<file path="config.mk">
export PLATFORM = sky130hd
export DESIGN_NAME = sprite_mover
export DESIGN_NICKNAME = d
export VERILOG_FILES = /design/src/rtl/sprite_pkg.sv /design/src/rtl/sprite_mover_tick.sv /design/src/rtl/sprite_mover.sv
export SDC_FILE = /design/constraint.sdc
export NUM_CORES = 1
export LEC_CHECK = 0
export BUFFER_PORTS_ARGS = -buffer_cell sky130_fd_sc_hd__buf_2
export CORE_ASPECT_RATIO = 0.8
export CORE_MARGIN = 3
export CORE_UTILIZATION = 38
export DETAILED_ROUTE_END_ITERATION = 10
export GPL_TIMING_DRIVEN = 0
export SETUP_SLACK_MARGIN = 0.5
export SKIP_LAST_GASP = 1
export SYNTH_ARGS = -nofsm -noshare
export SYNTH_HDL_FRONTEND = slang
export SYNTH_SLANG_ARGS = --single-unit
</file>
<file path="constraint.sdc">
create_clock -name Clk -period 5.9 [get_ports Clk]
set_clock_uncertainty 0.05 [all_clocks]
set_input_delay 0.59 -clock Clk [delete_from_list [all_inputs] [get_ports Clk]]
set_output_delay 0.59 -clock Clk [all_outputs]
set_load 0.005 [all_outputs]
</file>
<file path="src/rtl/sprite_pkg.sv">
// sprite_pkg: keycodes, FSM/direction enums and direction helpers shared by the sprite mover.
package sprite_pkg;
    localparam logic [7:0] KEY_UP    = 8'd82;
    localparam logic [7:0] KEY_DOWN  = 8'd81;
    localparam logic [7:0] KEY_LEFT  = 8'd80;
    localparam logic [7:0] KEY_RIGHT = 8'd79;
    localparam logic [7:0] KEY_SPACE = 8'd44;
    localparam logic [7:0] KEY_PLUS  = 8'd46;
    localparam logic [7:0] KEY_MINUS = 8'd45;

    typedef enum logic [1:0] {STOP, MOVE, PAUSE} state_t;
    typedef enum logic [2:0] {DIR_NONE, DIR_UP, DIR_DOWN, DIR_LEFT, DIR_RIGHT} dir_t;

    function automatic dir_t reverse(input dir_t d);
        return d == DIR_UP ? DIR_DOWN : d == DIR_DOWN ? DIR_UP :
               d == DIR_LEFT ? DIR_RIGHT : d == DIR_RIGHT ? DIR_LEFT : DIR_NONE;
    endfunction

    function automatic dir_t key_dir(input logic [7:0] k);
        return k == KEY_UP ? DIR_UP : k == KEY_DOWN ? DIR_DOWN :
               k == KEY_LEFT ? DIR_LEFT : k == KEY_RIGHT ? DIR_RIGHT : DIR_NONE;
    endfunction
endpackage

</file>
<file path="src/rtl/sprite_mover_tick.sv">
// frame_tick_gen: synchronises the vsync level and emits a one-Clk pulse on its rising edge.
module frame_tick_gen (
    input  logic Clk,
    input  logic Reset,
    input  logic frame_clk,
    output logic tick
);
    logic meta, sync, prev;

    always_ff @(posedge Clk) begin
        if (Reset) {meta, sync, prev} <= '0;
        else       {meta, sync, prev} <= {frame_clk, meta, sync};
    end

    assign tick = sync & ~prev;
endmodule

</file>
<file path="src/rtl/sprite_mover.sv">
// sprite_mover: keyboard-steered sprite with speed levels, pause and wall clamping.
// Define SPRITE_WRAP_EN to wrap around at the walls instead of clamp-and-reverse.
module sprite_mover
    import sprite_pkg::*;
#(
    parameter int COORD_W   = 10,
    parameter int X_MIN     = 0,
    parameter int X_MAX     = 639,
    parameter int Y_MIN     = 0,
    parameter int Y_MAX     = 479,
    parameter int X_CENTER  = 320,
    parameter int Y_CENTER  = 240,
    parameter int SIZE      = 4,
    parameter int SPEED_MAX = 4
) (
    input  logic               Clk,
    input  logic               Reset,
    input  logic               frame_clk,
    input  logic [7:0]         Keycode,
    output logic [COORD_W-1:0] SpriteX,
    output logic [COORD_W-1:0] SpriteY,
    output logic [COORD_W-1:0] SpriteS,
    output logic [2:0]         Speed,
    output logic               Moving,
    output logic               Bounce
);
    localparam int W1 = COORD_W + 1;
    localparam logic [W1-1:0] SZ = W1'(SIZE);
`ifdef SPRITE_WRAP_EN
    localparam bit WRAP = 1'b1;
`else
    localparam bit WRAP = 1'b0;
`endif

    // Returns {hit, new_position}; the extra bit keeps the wall tests from wrapping.
    function automatic logic [W1-1:0] step(input logic [COORD_W-1:0] p, input logic fwd,
                                           input int lo, input int hi, input logic [2:0] spd);
        logic [W1-1:0] pw, sw, lo_in, hi_in, nx;
        logic hit;
        pw    = {1'b0, p};
        sw    = W1'(spd);
        lo_in = W1'(lo) + SZ;
        hi_in = W1'(hi) - SZ;
        hit   = fwd ? (pw + SZ + sw >= W1'(hi)) : (pw <= lo_in + sw);
        nx    = hit ? ((fwd != WRAP) ? hi_in : lo_in) : fwd ? pw + sw : pw - sw;
        return {hit, nx[COORD_W-1:0]};
    endfunction

    logic               tick, key_ev, steer, horiz, vert, hit;
    logic [7:0]         key_prev;
    logic [2:0]         speed_n;
    logic [W1-1:0]      xs, ys;
    logic [COORD_W-1:0] x_n, y_n;
    state_t             state, state_n;
    dir_t               dir, arrow, dir_n, dir_f;

    frame_tick_gen u_tick (.Clk(Clk), .Reset(Reset), .frame_clk(frame_clk), .tick(tick));

    // Decoded motion is applied in the same tick, so steering never lags a frame.
    always_comb begin
        arrow   = key_dir(Keycode);
        key_ev  = Keycode != key_prev;
        steer   = arrow != DIR_NONE && state != PAUSE;
        dir_n   = steer ? arrow : dir;
        state_n = steer ? MOVE :
                  (key_ev && Keycode == KEY_SPACE && state != STOP) ? (state == MOVE ? PAUSE : MOVE) : state;
        speed_n = (key_ev && Keycode == KEY_PLUS && Speed < 3'(SPEED_MAX)) ? Speed + 3'd1 :
                  (key_ev && Keycode == KEY_MINUS && Speed > 3'd1) ? Speed - 3'd1 : Speed;
        horiz   = dir_n == DIR_LEFT || dir_n == DIR_RIGHT;
        vert    = dir_n == DIR_UP || dir_n == DIR_DOWN;
        xs      = step(SpriteX, dir_n == DIR_RIGHT, X_MIN, X_MAX, speed_n);
        ys      = step(SpriteY, dir_n == DIR_DOWN, Y_MIN, Y_MAX, speed_n);
        hit     = state_n == MOVE && (horiz ? xs[COORD_W] : vert && ys[COORD_W]);
        x_n     = (state_n == MOVE && horiz) ? xs[COORD_W-1:0] : SpriteX;
        y_n     = (state_n == MOVE && vert) ? ys[COORD_W-1:0] : SpriteY;
        dir_f   = (hit && !WRAP) ? reverse(dir_n) : dir_n;
    end

    always_ff @(posedge Clk) begin
        if (Reset) begin
            state    <= STOP;
            dir      <= DIR_NONE;
            Speed    <= 3'd1;
            SpriteX  <= COORD_W'(X_CENTER);
            SpriteY  <= COORD_W'(Y_CENTER);
            key_prev <= '0;
            Bounce   <= 1'b0;
        end else begin
            Bounce <= tick && hit;
            if (tick) begin
                state    <= state_n;
                dir      <= dir_f;
                Speed    <= speed_n;
                SpriteX  <= x_n;
                SpriteY  <= y_n;
                key_prev <= Keycode;
            end
        end
    end

    assign Moving  = state == MOVE;
    assign SpriteS = COORD_W'(SIZE);
endmodule
</file>
-- Yosys cells after proc, flatten, opt, wreduce, memory -nomap -nowiden
Index checks and enable logic that the tools add are counted.
- register bits: 40
- $add $sub $neg: 11
- $lt $le $gt $ge: 6
- bitwise gates (word level): 2
- equality and inequality tests: 15
- multiplexer cells: 24
- reduce and logical (&&, ||, !) cells: 18
- operators with widths (cell ; number):
    10-bit 2-to-1 mux ; 5
    3-bit 2-to-1 mux ; 11
    8-bit by 7-bit equality test with 1-bit output (second input constant) ; 4
    8-bit by 6-bit equality test with 1-bit output (second input constant) ; 3
    10-bit by 3-bit adder with 11-bit output (second input constant) ; 2
    11-bit by 3-bit adder with 11-bit output ; 2
    10-bit by 3-bit adder with 10-bit output ; 2
    10-bit by 3-bit subtractor with 10-bit output ; 2
    1-bit logical AND ; 12
    11-bit by 10-bit greater-or-equal comparator with 1-bit output (second input constant) ; 1
    11-bit by 9-bit greater-or-equal comparator with 1-bit output (second input constant) ; 1
    10-bit by 11-bit less-or-equal comparator with 1-bit output ; 1
    10-bit by 4-bit less-or-equal comparator with 1-bit output ; 1
    9-bit 2-to-1 mux ; 1
    2-bit 2-to-1 mux ; 4
    8-bit inequality test ; 1
    3-bit by 2-bit equality test with 1-bit output (second input constant) ; 2
    3-bit by 3-bit adder with 4-bit output (first input constant) ; 1
    2-bit by 1-bit equality test with 1-bit output (second input constant) ; 2
    2-bit AND reduction ; 2
    3-bit by 1-bit adder with 3-bit output (second input constant) ; 1
    3-bit by 1-bit equality test with 1-bit output (second input constant) ; 1
    3-bit equality test (second input constant) ; 1
    3-bit by 1-bit greater-than comparator with 1-bit output (second input constant) ; 1
    other kinds (9) ; 12

-- Logic depth before layout (Yosys ltp)
- depth in word-level cells: 14
- depth in mapped cells: 21
- depth with buffers taken out: 21

-- Hierarchy
A second synthesis with hierarchy kept.
- cell total of the unflattened synthesis: 480
- area, all modules: 3931.3 um2
- by module, submodules not included (module ; area each (um2) ; sequential area each (um2) ; times used ; cells an instance):
    sprite_mover ; 3843.7 ; 740.7 ; 1 ; 473
    frame_tick_gen ; 87.6 ; 60.1 ; 1 ; 7

-- Worst setup path after synthesis
No wires, ideal clock.
- path type: input-to-reg
- from: in Keycode[0]
- to: reg dir[1]
- library setup time: 88 ps
- cell stages on the path: 19
- arrival: 4827 ps
- data required time: 5762 ps
- setup slack: 935 ps
- cell sequence: buf_2 xor2_1 nor4_2 nand2_1 and3_1 or2_2 clkbuf_1 inv_1 ha_1 inv_1 ha_1 a211o_1 and3_1 and4b_1 o31a_1 o211a_2 o21a_1 or3_1 a311oi_2
- cells in the longest elaborated chain, start to end: 14
- elaborated cells on any way between the ends: 49
- classes of those cells: add/sub: 3; order compare: 4; eq/ne: 13; mux: 17; reduce/logical: 12
- RTL lines (element ; line ; RTL):
    from (decl) ; sprite_mover.sv:19 ; input logic [7:0] Keycode,
    parallel branches: the longest is 13 deep, another holds 11-bit by 3-bit adder with 11-bit output ; - ;
    3-bit 2-to-1 mux * ; sprite_mover.sv:76 ; dir_f = (hit && !WRAP) ? reverse(dir_n) : dir_n;
    to (signal assigned) ; sprite_mover.sv:92 ; dir <= dir_f;
    to (decl) ; sprite_mover.sv:55 ; dir_t dir, arrow, dir_n, dir_f;
Every way passes the cells marked *.
A chain may end at the register's enable or synchronous reset.

-- Final worst setup path
- from: reg Speed[0]
- to: reg SpriteY[9]
- cells in the longest elaborated chain, start to end: 8
- elaborated cells on any way between the ends: 17
- classes of those cells: add/sub: 6; order compare: 4; mux: 5; reduce/logical: 2
- RTL lines (element ; line ; RTL):
    from (decl) ; sprite_mover.sv:23 ; output logic [2:0] Speed,
    from (signal assigned) ; sprite_mover.sv:93 ; Speed <= speed_n;
    3-bit by 1-bit greater-than comparator with 1-bit output ; sprite_mover.sv:68 ; (key_ev && Keycode == KEY_MINUS && Speed > 3'd1) ? Speed - 3'd1 : Speed;
    1-bit logical AND ; sprite_mover.sv:68 ;
    3-bit 2-to-1 mux ; sprite_mover.sv:68 ;
    3-bit 2-to-1 mux * ; sprite_mover.sv:67 ; speed_n = (key_ev && Keycode == KEY_PLUS && Speed < 3'(SPEED_MAX)) ? Speed + 3'd1 :
    11-bit by 3-bit adder with 11-bit output / 3-bit by 3-bit adder with 4-bit output (equally long branches) ; sprite_mover.sv:44 ; hit = fwd ? (pw + SZ + sw >= W1'(hi)) : (pw <= lo_in + sw);
    11-bit by 9-bit greater-or-equal comparator with 1-bit output / 10-bit by 4-bit less-or-equal comparator with 1-bit output (equally long branches) ; sprite_mover.sv:44 ;
    1-bit 2-to-1 mux ; sprite_mover.sv:44 ;
    10-bit 2-to-1 mux * ; sprite_mover.sv:45 ; nx = hit ? ((fwd != WRAP) ? hi_in : lo_in) : fwd ? pw + sw : pw - sw;
    to (signal assigned) ; sprite_mover.sv:85 ; SpriteY <= COORD_W'(Y_CENTER);
    to (signal assigned) ; sprite_mover.sv:95 ; SpriteY <= y_n;
    to (decl) ; sprite_mover.sv:21 ; output logic [COORD_W-1:0] SpriteY,
Every way passes the cells marked *; elsewhere a longest branch is shown, timed or not.

==> results_dict.tcl <==
set metrics [dict create \
    ctsHoldBuffers 0 \
    relSlewSlack_pct 45.39 \
    grt_pass1_wl_um 16910 \
    cp-start-kind "flop" \
    timing.fmax_ghz 0.1959 \
    drt.antenna.violating_nets 0 \
    required_ns 6.06 \
    cp-startpoint "Speed[0]" \
    place_worst_setup_slack_ns 0.2196 \
    drive_gt1_share_pct 18.18 \
    grt_pass1_vias 3407 \
    ys_ff_latch 40 \
    cp.arrival_ns 5.27 \
    layout_min_cycle_time_ns 5.105 \
    critPathMaxFanout 7 \
    worstMarginPinSlew_ns 0.7985 \
    place.gp.congestion 0.8748 \
    first_pass_iters 4 \
    setup_viol 0 \
    vias_per_cell 5.471 \
    cts_tree "yes" \
    nFillCells 971 \
    numCtsBuffers 5 \
    core_um2 9809 \
    hold_ws_ns 0.3910 \
    grt_use_total_pct 18.16 \
    cts.reportedPaths.clkPinSlew_ns 0.07 \
    synthCells 489 \
    die_area_um2 11520 \
    h-tree-depth 2 \
    rows 32 \
    synth_top_cells_by_count "nand2_1 (49), dfxtp_1 (40), ha_1 (38)" \
    nets 591 \
    yosysTopAreaCellShare_pct 20.54 \
    wl_met3_um 670 \
    fin_ws_ns 0.7954 \
    ys_top_cells_by_area "dfxtp_1 (21%), ha_1 (12%), nand2_1 (4.7%)" \
    cts_max_path_buffers 2 \
    antenna_cells 0 \
    wire_per_inst_um 15.48 \
    ys_seq_area_share_pct 20.54 \
    worstHoldStart "u_tick.meta" \
    yosys.area.top_type "dfxtp_1" \
    synth_ff_type "dfxtp_1" \
    grt_max_degree 14 \
    dp_hpwl_um 8092 \
    cts.sinks 40 \
    hold_class "flop to flop" \
    placed_cells 667 \
    endpoint_kind "flop" \
    grt-ovfl-total 0 \
    dr_wl_met2_um 4566 \
    ios 46 \
    powerDensity_nw_per_um2 178.3 \
    finalHoldViolations 0 \
    worst-setup-path-type "flop to flop" \
    syn_area_um2 3899 \
    yosys_warnings 0 \
    insertion_delay_ns 0.29 \
    irDropWorstVdd_mv 0.09240 \
    area_growth_pct 16.40 \
    finalSetupTns_ns 0 \
    postSynthAreaPerCell_um2 7.973 \
    drv_cap 0 \
    yosysMostFrequentCell "nand2_1" \
    met1_length_um 5146 \
    grt_setup_unrepaired "no" \
    die_w_um 119.2 \
    routed.top_layer "met4" \
    remaining_drc_errors 0 \
    synth_edf_count 0 \
    run_status "complete, no violations" \
    dieHeight_um 96.60 \
    start_util_pct 39.74 \
    drv_slew 0 \
    routed-via-count 3693 \
    min_period_over_period_pct 86.52 \
    r2r-start "Speed[0]" \
    wirelength_um 10450 \
    total_power_uw 809.3 \
    cts-root-buf "clkbuf_16" \
    numPortBuffers 34 \
    p_leak_uw 0.001935 \
    final_cells 675 \
    synth.distinct_cells 86 \
    cts_setup_buffers 0 \
    drt-initial-drc-count 265 \
    postSynth.asyncResetShare_pct 0 \
    antenna_found_initial 0 \
]
==> per-stage QoR <==
step / util, % / area [µm²]
2_1_floorplan: - / 3929
3_3_place_gp: 43.52 / 4269
3_5_place_dp: 43.52 / 4269
4_1_cts: 45.77 / 4489
5_1_grt: 46.26 / 4538
6_report: 46.26 / 4538
==> cell usage in the layout, fill, tap and decap left out, types with 4 or more instances in the layout <==
cell        n
nand4_1     5
clkbuf_1    9
nand3b_1    7
fa_1        4
xnor2_1     8
nor3_1     14
nor2b_1    12
o21bai_1    4
inv_1      26
o21a_1      4
clkbuf_16   5
or3_1       4
buf_2      36
buf_4      11
nand3_1     6
dfxtp_1    38
a21oi_1    30
o21ai_0    15
a21o_1      8
nor2_1     34
conb_1     10
a31oi_1     7
o211ai_1    4
o21ai_1     6
xor2_1     15
a211oi_1   14
nand2_1    48
nand2b_1   16
a211o_1     7
ha_1       38
nor3b_1     4
==> final cells by class <==
class	instances	area (µm²)	share of cell area, %
Clock inverter	3	90.09	1.985
Timing Repair Buffer	34	170.2	3.750
Multi-Input combinational cell	405	2938	64.74
Inverter	27	101.3	2.233
Sequential cell	40	803.3	17.70
Buffer	25	140.1	3.088
Tap cell	136	170.2	3.750
Clock buffer	5	125.1	2.757
==> final timing paths <==
kind                            slack, ns  cells after the start     endpoint
worst max-delay path                 0.80                     20   SpriteY[9]
worst min-delay path                 0.39                      1  u_tick.sync
worst max register to register       0.80                     20   SpriteY[9]
worst min register to register       0.39                      1  u_tick.sync
==> worst max-delay path, stage by stage, from the launching register on <==
cell	delay, ns
dfxtp_2	0.37
inv_1	0.10
ha_1	0.15
inv_1	0.05
or4b_1	0.52
nor3_4	0.20
and3_2	0.25
or2_2	0.11
clkbuf_2	0.15
inv_2	0.09
ha_1	0.32
inv_1	0.08
ha_1	0.31
a211o_1	0.32
and3_1	0.21
and4b_1	0.20
o31a_1	0.33
o211a_2	0.34
nand2b_1	0.21
or4_1	0.49
a31oi_1	0.17
==> metal layers <==
metal / up-vias / GRT usage (%)
li1: 1868 / -
met1: 1732 / 26.17
met2: 87 / 27.97
met3: 6 / 3.667
met4: 0 / 4.147
met5: - / 0
==> cell families (layout without fill, tap and decap cells) <==
group           after synthesis  after routing  share of synthesized area, %
mux                           3              3                        0.8664
buf+inv                      52             94                         6.130
compound gates              139            139                         25.51
flops                        40             40                         20.54
xor+xnor                     24             24                         5.584
fa+ha+maj                    42             42                         14.25
simple gates                187            187                         26.93
other cells                   2             10                        0.1926
==> sequential cells by signal, indices dropped and copies added, names as in the netlist <==
signal       cells
Speed            3
dir              3
Bounce           1
u_tick.meta      1
key_prev         8
SpriteX         10
u_tick.sync      1
u_tick.prev      1
state            2
SpriteY         10
==> power breakdown <==
group	switching (µW)	internal, µW
Clock	123	286
Sequential	4.20	274
Combinational	73.4	48.5
==> timing repair <==
action,in CTS,in global routing
gates resized for setup,1,16
endpoints found under the setup margin,2,12
pin swaps,0,1
endpoints found under the hold margin,0,0
Note: power is estimated with default switching activity, not from simulation.
